<file path="src/rtl/fetch_pkg.sv">
// Shared types and constants for the instruction fetch unit.
package fetch_pkg;
  typedef enum logic [1:0] {
    ST_FETCH = 2'd0,
    ST_HOLD  = 2'd1,
    ST_DROP  = 2'd2
  } fetch_state_e;

  localparam logic [31:0] NOP_INST = 32'h0000_0000;
  localparam logic [31:0] WORD_INC = 32'd4;

  typedef struct packed {
    logic [31:0] pc;
    logic [31:0] inst;
  } fetch_word_t;

  function automatic logic [31:0] word_align(input logic [31:0] a);
    return {a[31:2], 2'b00};
  endfunction
endpackage

</file>
<file path="src/rtl/fetch_if.sv">
// Instruction memory request/ack bus between the fetch unit and imem.
interface fetch_if;
  logic        imem_req;
  logic [31:0] imem_addr;
  logic        imem_ack;
  logic [31:0] imem_rdata;

  modport master (output imem_req, imem_addr, input imem_ack, imem_rdata);
  modport slave  (input imem_req, imem_addr, output imem_ack, imem_rdata);
endinterface

</file>
<file path="src/rtl/fetch_holdbuf.sv">
// One-entry skid buffer for a word acked while IF/ID is stalled.
module fetch_holdbuf
  import fetch_pkg::*;
(
  input  logic        clk,
  input  logic        rst_n,
  input  logic        load,
  input  logic        clr,
  input  fetch_word_t wr_word,
  output logic        vld,
  output fetch_word_t rd_word
);
  logic        vld_q, vld_d;
  fetch_word_t word_q, word_d;

  always_comb begin
    vld_d  = vld_q;
    word_d = word_q;
    if (load) begin
      vld_d  = 1'b1;
      word_d = wr_word;
    end else if (clr) begin
      vld_d  = 1'b0;
    end
  end

  always_ff @(posedge clk or negedge rst_n) begin
    if (!rst_n) begin
      vld_q  <= 1'b0;
      word_q <= '0;
    end else begin
      vld_q  <= vld_d;
      word_q <= word_d;
    end
  end

  assign vld     = vld_q;
  assign rd_word = word_q;
endmodule

</file>
<file path="src/rtl/fetch_unit.sv">
// Single-outstanding instruction fetch with IF/ID register and redirect.
// Optional FETCH_DELAY_SLOT_EN: word following a branch is delivered as a delay slot.
module fetch_unit
  import fetch_pkg::*;
#(
  parameter logic [31:0] RESET_PC = 32'h0000_0000
) (
  input  logic        clk,
  input  logic        rst_n,
  input  logic        stall,
  input  logic        isbranch,
  input  logic [31:0] branch_pc,
  fetch_if.master     imem,
  output logic [31:0] if_id_pc,
  output logic [31:0] if_id_inst,
  output logic        if_id_valid
);
  fetch_state_e state_q, state_d;
  logic [31:0]  addr_q, addr_d;
  logic [31:0]  pend_q, pend_d;
  logic         pend_vld_q, pend_vld_d;
  logic         started_q, started_d;
  fetch_word_t  ifid_q, ifid_d;
  logic         ifid_vld_q, ifid_vld_d;

  logic         buf_load, buf_clr, buf_vld;
  fetch_word_t  buf_word, acked_word;
  logic         req, ack, redirect;
  logic [31:0]  target, seq_next;

  // Request stays low until the first edge after reset release.
  assign req        = started_q && (state_q != ST_HOLD);
  assign ack        = req && imem.imem_ack;
  assign redirect   = isbranch && !stall;
  assign target     = word_align(branch_pc);
  assign acked_word = '{pc: addr_q, inst: imem.imem_rdata};
  assign seq_next   = pend_vld_q ? pend_q : addr_q + WORD_INC;

  always_comb begin
    state_d    = state_q;
    addr_d     = addr_q;
    pend_d     = pend_q;
    pend_vld_d = pend_vld_q;
    started_d  = 1'b1;
    ifid_d     = ifid_q;
    ifid_vld_d = ifid_vld_q;
    buf_load   = 1'b0;
    buf_clr    = 1'b0;
    case (state_q)
      ST_FETCH: begin
        if (redirect) begin
`ifdef FETCH_DELAY_SLOT_EN
          if (ack) begin
            ifid_d     = acked_word;
            ifid_vld_d = 1'b1;
            addr_d     = target;
            pend_vld_d = 1'b0;
          end else if (!req) begin
            ifid_vld_d = 1'b0;
            addr_d     = target;
            pend_vld_d = 1'b0;
          end else begin
            // In-flight word is the delay slot; branch target waits behind it.
            ifid_vld_d = 1'b0;
            pend_d     = target;
            pend_vld_d = 1'b1;
          end
`else
          ifid_vld_d = 1'b0;
          if (req && !ack) begin
            pend_d     = target;
            pend_vld_d = 1'b1;
            state_d    = ST_DROP;
          end else begin
            addr_d = target;
          end
`endif
        end else if (ack) begin
          if (!stall) begin
            ifid_d     = acked_word;
            ifid_vld_d = 1'b1;
            addr_d     = seq_next;
            pend_vld_d = 1'b0;
          end else begin
            buf_load = 1'b1;
            state_d  = ST_HOLD;
          end
        end else if (!stall) begin
          ifid_vld_d = 1'b0;
        end
      end
      ST_HOLD: begin
        if (!stall) begin
          buf_clr    = 1'b1;
          state_d    = ST_FETCH;
          pend_vld_d = 1'b0;
`ifdef FETCH_DELAY_SLOT_EN
          ifid_d     = buf_word;
          ifid_vld_d = buf_vld;
          addr_d     = redirect ? target
                     : (pend_vld_q ? pend_q : buf_word.pc + WORD_INC);
`else
          if (redirect) begin
            ifid_vld_d = 1'b0;
            addr_d     = target;
          end else begin
            ifid_d     = buf_word;
            ifid_vld_d = buf_vld;
            addr_d     = buf_word.pc + WORD_INC;
          end
`endif
        end
      end
      ST_DROP: begin
        // Address stays on the abandoned request until imem acks it.
        if (redirect) pend_d = target;
        if (!stall)   ifid_vld_d = 1'b0;
        if (ack) begin
          addr_d     = redirect ? target : pend_q;
          pend_vld_d = 1'b0;
          state_d    = ST_FETCH;
        end
      end
      default: state_d = ST_FETCH;
    endcase
  end

  always_ff @(posedge clk or negedge rst_n) begin
    if (!rst_n) begin
      state_q    <= ST_FETCH;
      addr_q     <= RESET_PC;
      pend_q     <= '0;
      pend_vld_q <= 1'b0;
      started_q  <= 1'b0;
      ifid_q     <= '{pc: 32'h0, inst: NOP_INST};
      ifid_vld_q <= 1'b0;
    end else begin
      state_q    <= state_d;
      addr_q     <= addr_d;
      pend_q     <= pend_d;
      pend_vld_q <= pend_vld_d;
      started_q  <= started_d;
      ifid_q     <= ifid_d;
      ifid_vld_q <= ifid_vld_d;
    end
  end

  fetch_holdbuf u_holdbuf (
    .clk     (clk),
    .rst_n   (rst_n),
    .load    (buf_load),
    .clr     (buf_clr),
    .wr_word (acked_word),
    .vld     (buf_vld),
    .rd_word (buf_word)
  );

  assign imem.imem_req  = req;
  assign imem.imem_addr = addr_q;
  assign if_id_pc       = ifid_q.pc;
  assign if_id_inst     = ifid_q.inst;
  assign if_id_valid    = ifid_vld_q;
endmodule

</file>
<file path="src/flat_wrapper.sv">
// flat-port wrapper written by rule: the top's interface ports become plain ports
module fetch_unit_flat import fetch_pkg::*;
#(
  parameter logic [31:0] RESET_PC = 32'h0000_0000
)
  (clk, rst_n, stall, isbranch, branch_pc, if_id_pc, if_id_inst, if_id_valid, imem_imem_req, imem_imem_addr, imem_imem_ack, imem_imem_rdata);
  fetch_if imem_i ();
  input  logic clk;
  input  logic rst_n;
  input  logic stall;
  input  logic isbranch;
  input  logic [31:0] branch_pc;
  output logic [31:0] if_id_pc;
  output logic [31:0] if_id_inst;
  output logic if_id_valid;
  output wire logic [$bits(imem_i.imem_req)-1:0] imem_imem_req;
  output wire logic [$bits(imem_i.imem_addr)-1:0] imem_imem_addr;
  input wire logic [$bits(imem_i.imem_ack)-1:0] imem_imem_ack;
  input wire logic [$bits(imem_i.imem_rdata)-1:0] imem_imem_rdata;
  assign imem_imem_req = imem_i.imem_req;
  assign imem_imem_addr = imem_i.imem_addr;
  assign imem_i.imem_ack = imem_imem_ack;
  assign imem_i.imem_rdata = imem_imem_rdata;
  fetch_unit #(.RESET_PC(RESET_PC)) u_core (.clk(clk), .rst_n(rst_n), .stall(stall), .isbranch(isbranch), .branch_pc(branch_pc), .imem(imem_i), .if_id_pc(if_id_pc), .if_id_inst(if_id_inst), .if_id_valid(if_id_valid));
endmodule
</file>
<file path="config.mk">
export PLATFORM = sky130hd
export DESIGN_NAME = fetch_unit_flat
export DESIGN_NICKNAME = d
export VERILOG_FILES = /design/src/rtl/fetch_pkg.sv /design/src/rtl/fetch_if.sv /design/src/rtl/fetch_holdbuf.sv /design/src/rtl/fetch_unit.sv /design/src/flat_wrapper.sv
export SDC_FILE = /design/constraint.sdc
export NUM_CORES = 1
export LEC_CHECK = 0
export CORE_ASPECT_RATIO = 0.75
export CORE_UTILIZATION = 35
export CTS_BUF_LIST = sky130_fd_sc_hd__clkbuf_16
export CTS_CLUSTER_SIZE = 30
export DETAILED_ROUTE_END_ITERATION = 16
export PLACE_DENSITY = 0.62
export SYNTH_ARGS = -nofsm -noshare
export SYNTH_HDL_FRONTEND = slang
export SYNTH_SLANG_ARGS = --single-unit
</file>
<file path="constraint.sdc">
create_clock -name clk -period 2.2 [get_ports clk]
set_input_delay 0.33 -clock clk [delete_from_list [all_inputs] [get_ports clk]]
set_output_delay 0.33 -clock clk [all_outputs]
set_load 0.03 [all_outputs]
</file>
* Yosys cells after proc, flatten, opt, wreduce, memory -nomap -nowiden
Index checks and enable logic that the tools add are counted.
** Word-level totals
- Word-level logic and storage cells :: 94
- Bits in registers :: 198
- Output and inout bits :: 98
** Operators by class
- Reductions and logical operators :: 17
- Add/subtract/negate cells :: 2
- Equal/unequal tests :: 17
- Mux-type cells :: 47
** Operators by type and width (count)
- two-way mux 32 bit :: 11
- two-way mux 64 bit :: 5
- one-hot mux 64 bit (2 select lines) :: 1
- one-hot mux 32 bit (3 select lines) :: 1
- adder 32 x 3 -> 32 bit (second input constant) :: 2
- one-hot mux 32 bit (2 select lines) :: 1
- two-way mux 1 bit :: 19
- two-way mux 2 bit :: 6
- AND reduction 6 bit :: 2
- inequality test 2 x 1 -> 1 bit (second input constant) :: 5
- inequality test 2 bit (second input constant) :: 4
- inequality test 3 x 2 -> 1 bit (second input constant) :: 2
- inequality test 3 bit (second input constant) :: 2
- one-hot mux 1 bit (3 select lines) :: 2
- one-hot mux 2 bit (3 select lines) :: 1
- AND reduction 3 bit :: 2
- nonzero test 2 bit :: 3
- AND reduction 5 bit :: 1
- logical AND 1 bit :: 4
- inequality test 4 bit (second input constant) :: 1
- AND reduction 4 bit :: 1
- inequality test 3 x 1 -> 1 bit (second input constant) :: 1
- nonzero test 3 bit :: 1
- == test 2 x 1 -> 1 bit (second input constant) :: 1
- 3 further kinds :: 4

* Depth between registers and ports, before layout
- Depth in word-level cells :: 8
- Depth in mapped cells :: 12
- Depth with buffers taken out :: 9

* Modules after synthesis
Synthesis repeated with hierarchy kept, for this count alone.
** Second synthesis, totals
- Cell total of the unflattened synthesis :: 1037
- Area, all modules :: 10825.4 um^2
** By module, submodules not included
- fetch_unit :: cells each 899, times used 1, area each 8210.4 um^2, seq. area each 3328.2 um^2
- fetch_holdbuf :: cells each 138, times used 1, area each 2615.0 um^2, seq. area each 1626.6 um^2

* Least setup slack after synthesis
OpenSTA, ideal clock, no wires.
- Path type :: register to register
- Start :: register u_core.state_q[1]
- End :: register u_core.u_holdbuf.word_q, in the netlist u_core.u_holdbuf.rd_word[0]
- Path slack :: -0.404 ns
- Path buffers :: 2
- Library setup time :: 0.125 ns
- Stages on the path, launching flop included :: 9
- Data arrival time :: 2.480 ns
- Path through :: dfrtp_1 -> inv_1 -> ha_1 -> nor2b_1 -> and2_1 -> and3_1 -> clkbuf_1 -> clkbuf_1 -> mux2_2
** On the way
- Longest elaborated chain between the ends :: 6
- Elaborated cells on any way between the ends :: 7
- Classes of those cells :: eq/ne (1); mux (3); reduce/logical (3)
** Ends and longest elaborated chain
- start: declaration :: RTL line fetch_unit.sv:18 : fetch_state_e state_q, state_d;
- start signal: assignment :: RTL line fetch_unit.sv:138 : state_q <= state_d;
- inequality test 2 x 1 -> 1 bit :: RTL line fetch_unit.sv:32 : assign req = started_q && (state_q != ST_HOLD);
- logical AND 1 bit :: RTL line fetch_unit.sv:32
- via imem_imem_req :: RTL line flat_wrapper.sv:16 : output wire logic [$bits(imem_i.imem_req)-1:0] imem_imem_req;
- logical AND 1 bit :: RTL line fetch_unit.sv:33 : assign ack = req && imem.imem_ack;
- two-way mux 1 bit :: RTL line fetch_unit.sv:78 : end else if (ack) begin
- two-way mux 1 bit :: RTL line fetch_unit.sv:51 : if (redirect) begin
- two-way mux 1 bit :: RTL line fetch_unit.sv:49 : case (state_q)
- end signal: assignment :: RTL line fetch_holdbuf.sv:33 : word_q <= word_d;
- end: declaration :: RTL line fetch_holdbuf.sv:14 : fetch_word_t word_q, word_d;
The timed path passes the listed nets, and every way through them passes these cells.
A chain may end at the register's enable or synchronous reset.

* Worst setup path in the final report
- Start :: register u_core.state_q[0]
- End :: register u_core.addr_q[17] (netlist: u_core.imem.imem_addr[17])
** On the way
- Longest elaborated chain between the ends :: 7
- Elaborated cells on any way between the ends :: 16
- Classes of those cells :: eq/ne (8); mux (1); reduce/logical (7)
** Ends and longest elaborated chain
- inequality test 2 x 1 -> 1 bit :: RTL line fetch_unit.sv:32
- logical AND 1 bit :: RTL line fetch_unit.sv:32
- logical AND 1 bit :: RTL line fetch_unit.sv:33
- zero test 1 bit :: RTL line fetch_unit.sv:70 : if (req && !ack) begin
- logical AND 1 bit :: RTL line fetch_unit.sv:70
- inequality test 3 bit (no source line)
- AND reduction 6 bit (no source line)
- end signal: assignment :: RTL line fetch_unit.sv:139 : addr_q <= addr_d;
- end: declaration :: RTL line fetch_unit.sv:19 : logic [31:0] addr_q, addr_d;
Several ways; a longest one is shown, not always the timed one.

==> key figures <==
Clocking
  – Root buffer cell: clkbuf_16
  – CTS sink count: 198
  – Later-pin clock latency in the skew report: 450 ps
  – CTS H-tree depth: 4
  – CTS tree: built
  – TritonCTS Buffers: 17
  – Clock slew at reported path FFs: 80 ps
  – Longest Clk Path Bufs: 2

Synth
  – Syn Area/Cell: 10.1 um2
  – Syn Nets: 1112
  – Synth warn: 0
  – Synth top area share: 47.2%
  – Cells after synthesis: 1037
  – Post-synth top area cell: dfrtp_1
  – Post-synth EDFFs: 0
  – Synthesized area: 10500 um2
  – Library cells used by synthesis: 63
  – Yosys reg bits: 198
  – Register area share after synthesis: 47.2%
  – Top post-synthesis cells by area: dfrtp_1 (47%), mux2_2 (10%), mux2i_1 (6.5%)
  – Top FF cell, synth: dfrtp_1
  – Synth async-reset ratio: 100%

Drt
  – Vias: 8889
  – Vias per Instance: 5.28
  – Detail Route Antenna Nets: 0
  – DRC: 0
  – Initial DRT Pass Iterations: 6
  – Detailed Route Iter0 Violations: 802
  – Routed WL per cell: 18.4 um
  – Final WL: 31000 um

Setup path
  – CP startpoint kind: register
  – Critical path's most frequent cell: buf_4
  – WP data required: 2500 ps
  – CP Data Arrival Time: 2490 ps
  – Critical path class: register to register
  – Max stage delay cell, worst path: dfrtp_1
  – Crit Path Max Fanout: 5
  – Worst-path cell chain: buf_6 > ha_4 > buf_4 > inv_1 > buf_4 > nor3_1 > buf_4 > a222oi_1 > a21oi_1 > nor2_1 > a21oi_1
  – Crit-path max cell delay: 430 ps
  – Critical path endpoint category: register

Floorplan
  – Initial Utilization: 35.9%
  – Die W: 202 um
  – Die height: 152 um
  – Core ar.: 29300 um2
  – Num rows: 54
  – Die area: 30700 um2
  – # IOs: 167

Global routing
  – Pin count of the biggest net entering global routing: 55
  – Initial antenna violation count: 0
  – Overall global routing resource usage: 20.6%
  – Grt total ovfl: 0
  – Vias in the first global route: 8841
  – First-pass GRT wire length: 49800 um

Layout
  – Multi-input combinational cell area: 5320 um2
  – Diode count: 0
  – Commonest cells after routing, fill and taps aside: dfrtp_1 (193), clkdlybuf4s50_1 (162), nand2_1 (137)
  – Most common cell after layout, fill and taps aside: dfrtp_1
  – Fill cells: 2719
  – Share of cells above drive strength 1: 23.2%
  – Register cell area after layout: 4960 um2
  – Nets: 1354
  – Syn-to-layout area delta: 36.1%

STA
  – Fin Clk Skew: 16.3 ps
  – Relative slew slack: 66.5%
  – Setup Viol. Count Final: 0
  – Final Max Slew Viols: 0
  – Fin crit share: 99.7%
  – RSZ-0062 raised after global routing: true
  – Min Hold Slack: 384 ps
  – F_max: 456 MHz
  – Slew @ Worst Pin: 502 ps
  – Final Hold Fails: 0
  – Period minus WS final: 2190 ps

Power and ir drop
  – Power per cell area: 1500 nW/um2
  – VDD IR max: 0.865 mV
  – Total Power: 0.0214 W
  – Pleak: 5.97 nW

Flow run
  – Max-cap viol count: 0

Place
  – GP Congestion: 0.832
  – HPWL after DPL: 21800 um
  – I/O Buffers: 164

Status
  – Outcome: completed

Min path
  – Worst Hold Class: input pin to asynchronous set/reset pin
[kinds of logic after synthesis]
| logic type | after synthesis | synth area share (%) |
|---|---|---|
| AO/OA/AOI/OAI | 256 | 15.3 |
| XOR/XNOR | 45 | 3.75 |
| adder cells (fa/ha/maj) | 6 | 0.715 |
| buffers and inverters | 89 | 3.97 |
| flip-flops | 198 | 47.2 |
| multiplexers | 162 | 16.6 |
| other | 1 | 0.0357 |
| AND/OR/NAND/NOR | 280 | 12.5 |
[report_power, final]
| part | internal (W) | switching, W | leakage, nW |
|---|---|---|---|
| registers | 0.00535 | 0.00121 | 2.44 |
| clock network | 0.00181 | 0.00151 | 0.301 |
| logic | 0.00527 | 0.00621 | 3.23 |
[Yosys cell counts (15+ instances only)]
master	n
dfrtp_1	198
nand2_1	140
o21ai_0	121
mux2_2	94
mux2i_1	68
clkbuf_1	52
nor2_1	50
a21oi_1	35
xnor2_1	30
nand3_1	29
a22o_1	17
inv_1	15
xor2_1	15
[sequential cells by signal, summed over array words and instances (netlist names), named ones only]
| name | flops |
|---|---|
| u_core.if_id_inst | 32 |
| u_core.if_id_pc | 32 |
| u_core.if_id_valid | 1 |
| u_core.imem.imem_addr | 32 |
| u_core.pend_q | 32 |
| u_core.started_q | 1 |
| u_core.state_q | 2 |
| u_core.u_holdbuf.rd_word | 64 |
| u_core.u_holdbuf.vld | 1 |
[metal layers]
metal  global-route usage [%]  routed length, um  vias to the layer above
met5                        0                  0                        -
li1                         -                  -                     4233
met1                     30.1              15100                     4346
met3                     4.46               1780                       28
met2                     30.3              13700                      282
met4                     5.74                385                        0
[cell type report]
class | count | area share [%]
Multi-Input combinational cell | 750 | 37.2
Sequential cell | 198 | 34.7
Timing Repair Buffer | 297 | 20.0
Tap cell | 392 | 3.43
Clock buffer | 17 | 2.98
Clock inverter | 15 | 1.26
Inverter | 15 | 0.394
[worst paths after layout]
kind	from	cells past startpoint	slack (ps)	endpoint
worst max-delay path	u_core.state_q[0]	11	7	u_core.imem.imem_addr[17]
worst min-delay path	rst_n	2	380	u_core.imem.imem_addr[14]
worst max register to register	u_core.state_q[0]	11	7	u_core.imem.imem_addr[17]
worst min register to register	u_core.if_id_inst[0]	2	480	u_core.if_id_inst[0]
max in group asynchronous	rst_n	3	1160	u_core.u_holdbuf.rd_word[3]
min in group clk	u_core.if_id_inst[0]	2	480	u_core.if_id_inst[0]
[through the flow]
step | utilization (%) | TNS (ps) | std cells | setup slack (ps) | instance area (um2)
after floorplan | - | 0 | 1037 | 2.00 | 10500
after global placement | 45.7 | -5240 | 1642 | -315 | 13400
after detailed placement | 45.7 | -7350 | 1642 | -422 | 13400
after CTS | 48.1 | 0 | 1679 | 4.96 | 14100
after global routing | 48.8 | -41.6 | 1684 | -20.0 | 14300
final | 48.8 | 0 | 1684 | 6.75 | 14300
[what timing repair did]
| item | 4_1_cts | 5_1_grt |
|---|---|---|
| endpoints found under the hold margin | 35 | 0 |
| setup endpoints to repair | 22 | 56 |
| cloned | 0 | 2 |
| resized for setup | 12 | 38 |
| pin swaps | 1 | 8 |
| hold buffers | 1 | 0 |
| setup buffers | 4 | 3 |
[worst max-delay path: cells and delay by family, from the launching register on]
family	cells	cell delay (ps)
adder cells (fa/ha/maj)	1	170
AO/OA/AOI/OAI	3	600
buffers and inverters	5	680
AND/OR/NAND/NOR	2	170
flip-flops	1	430
Note: power is estimated with default switching activity, not from simulation.
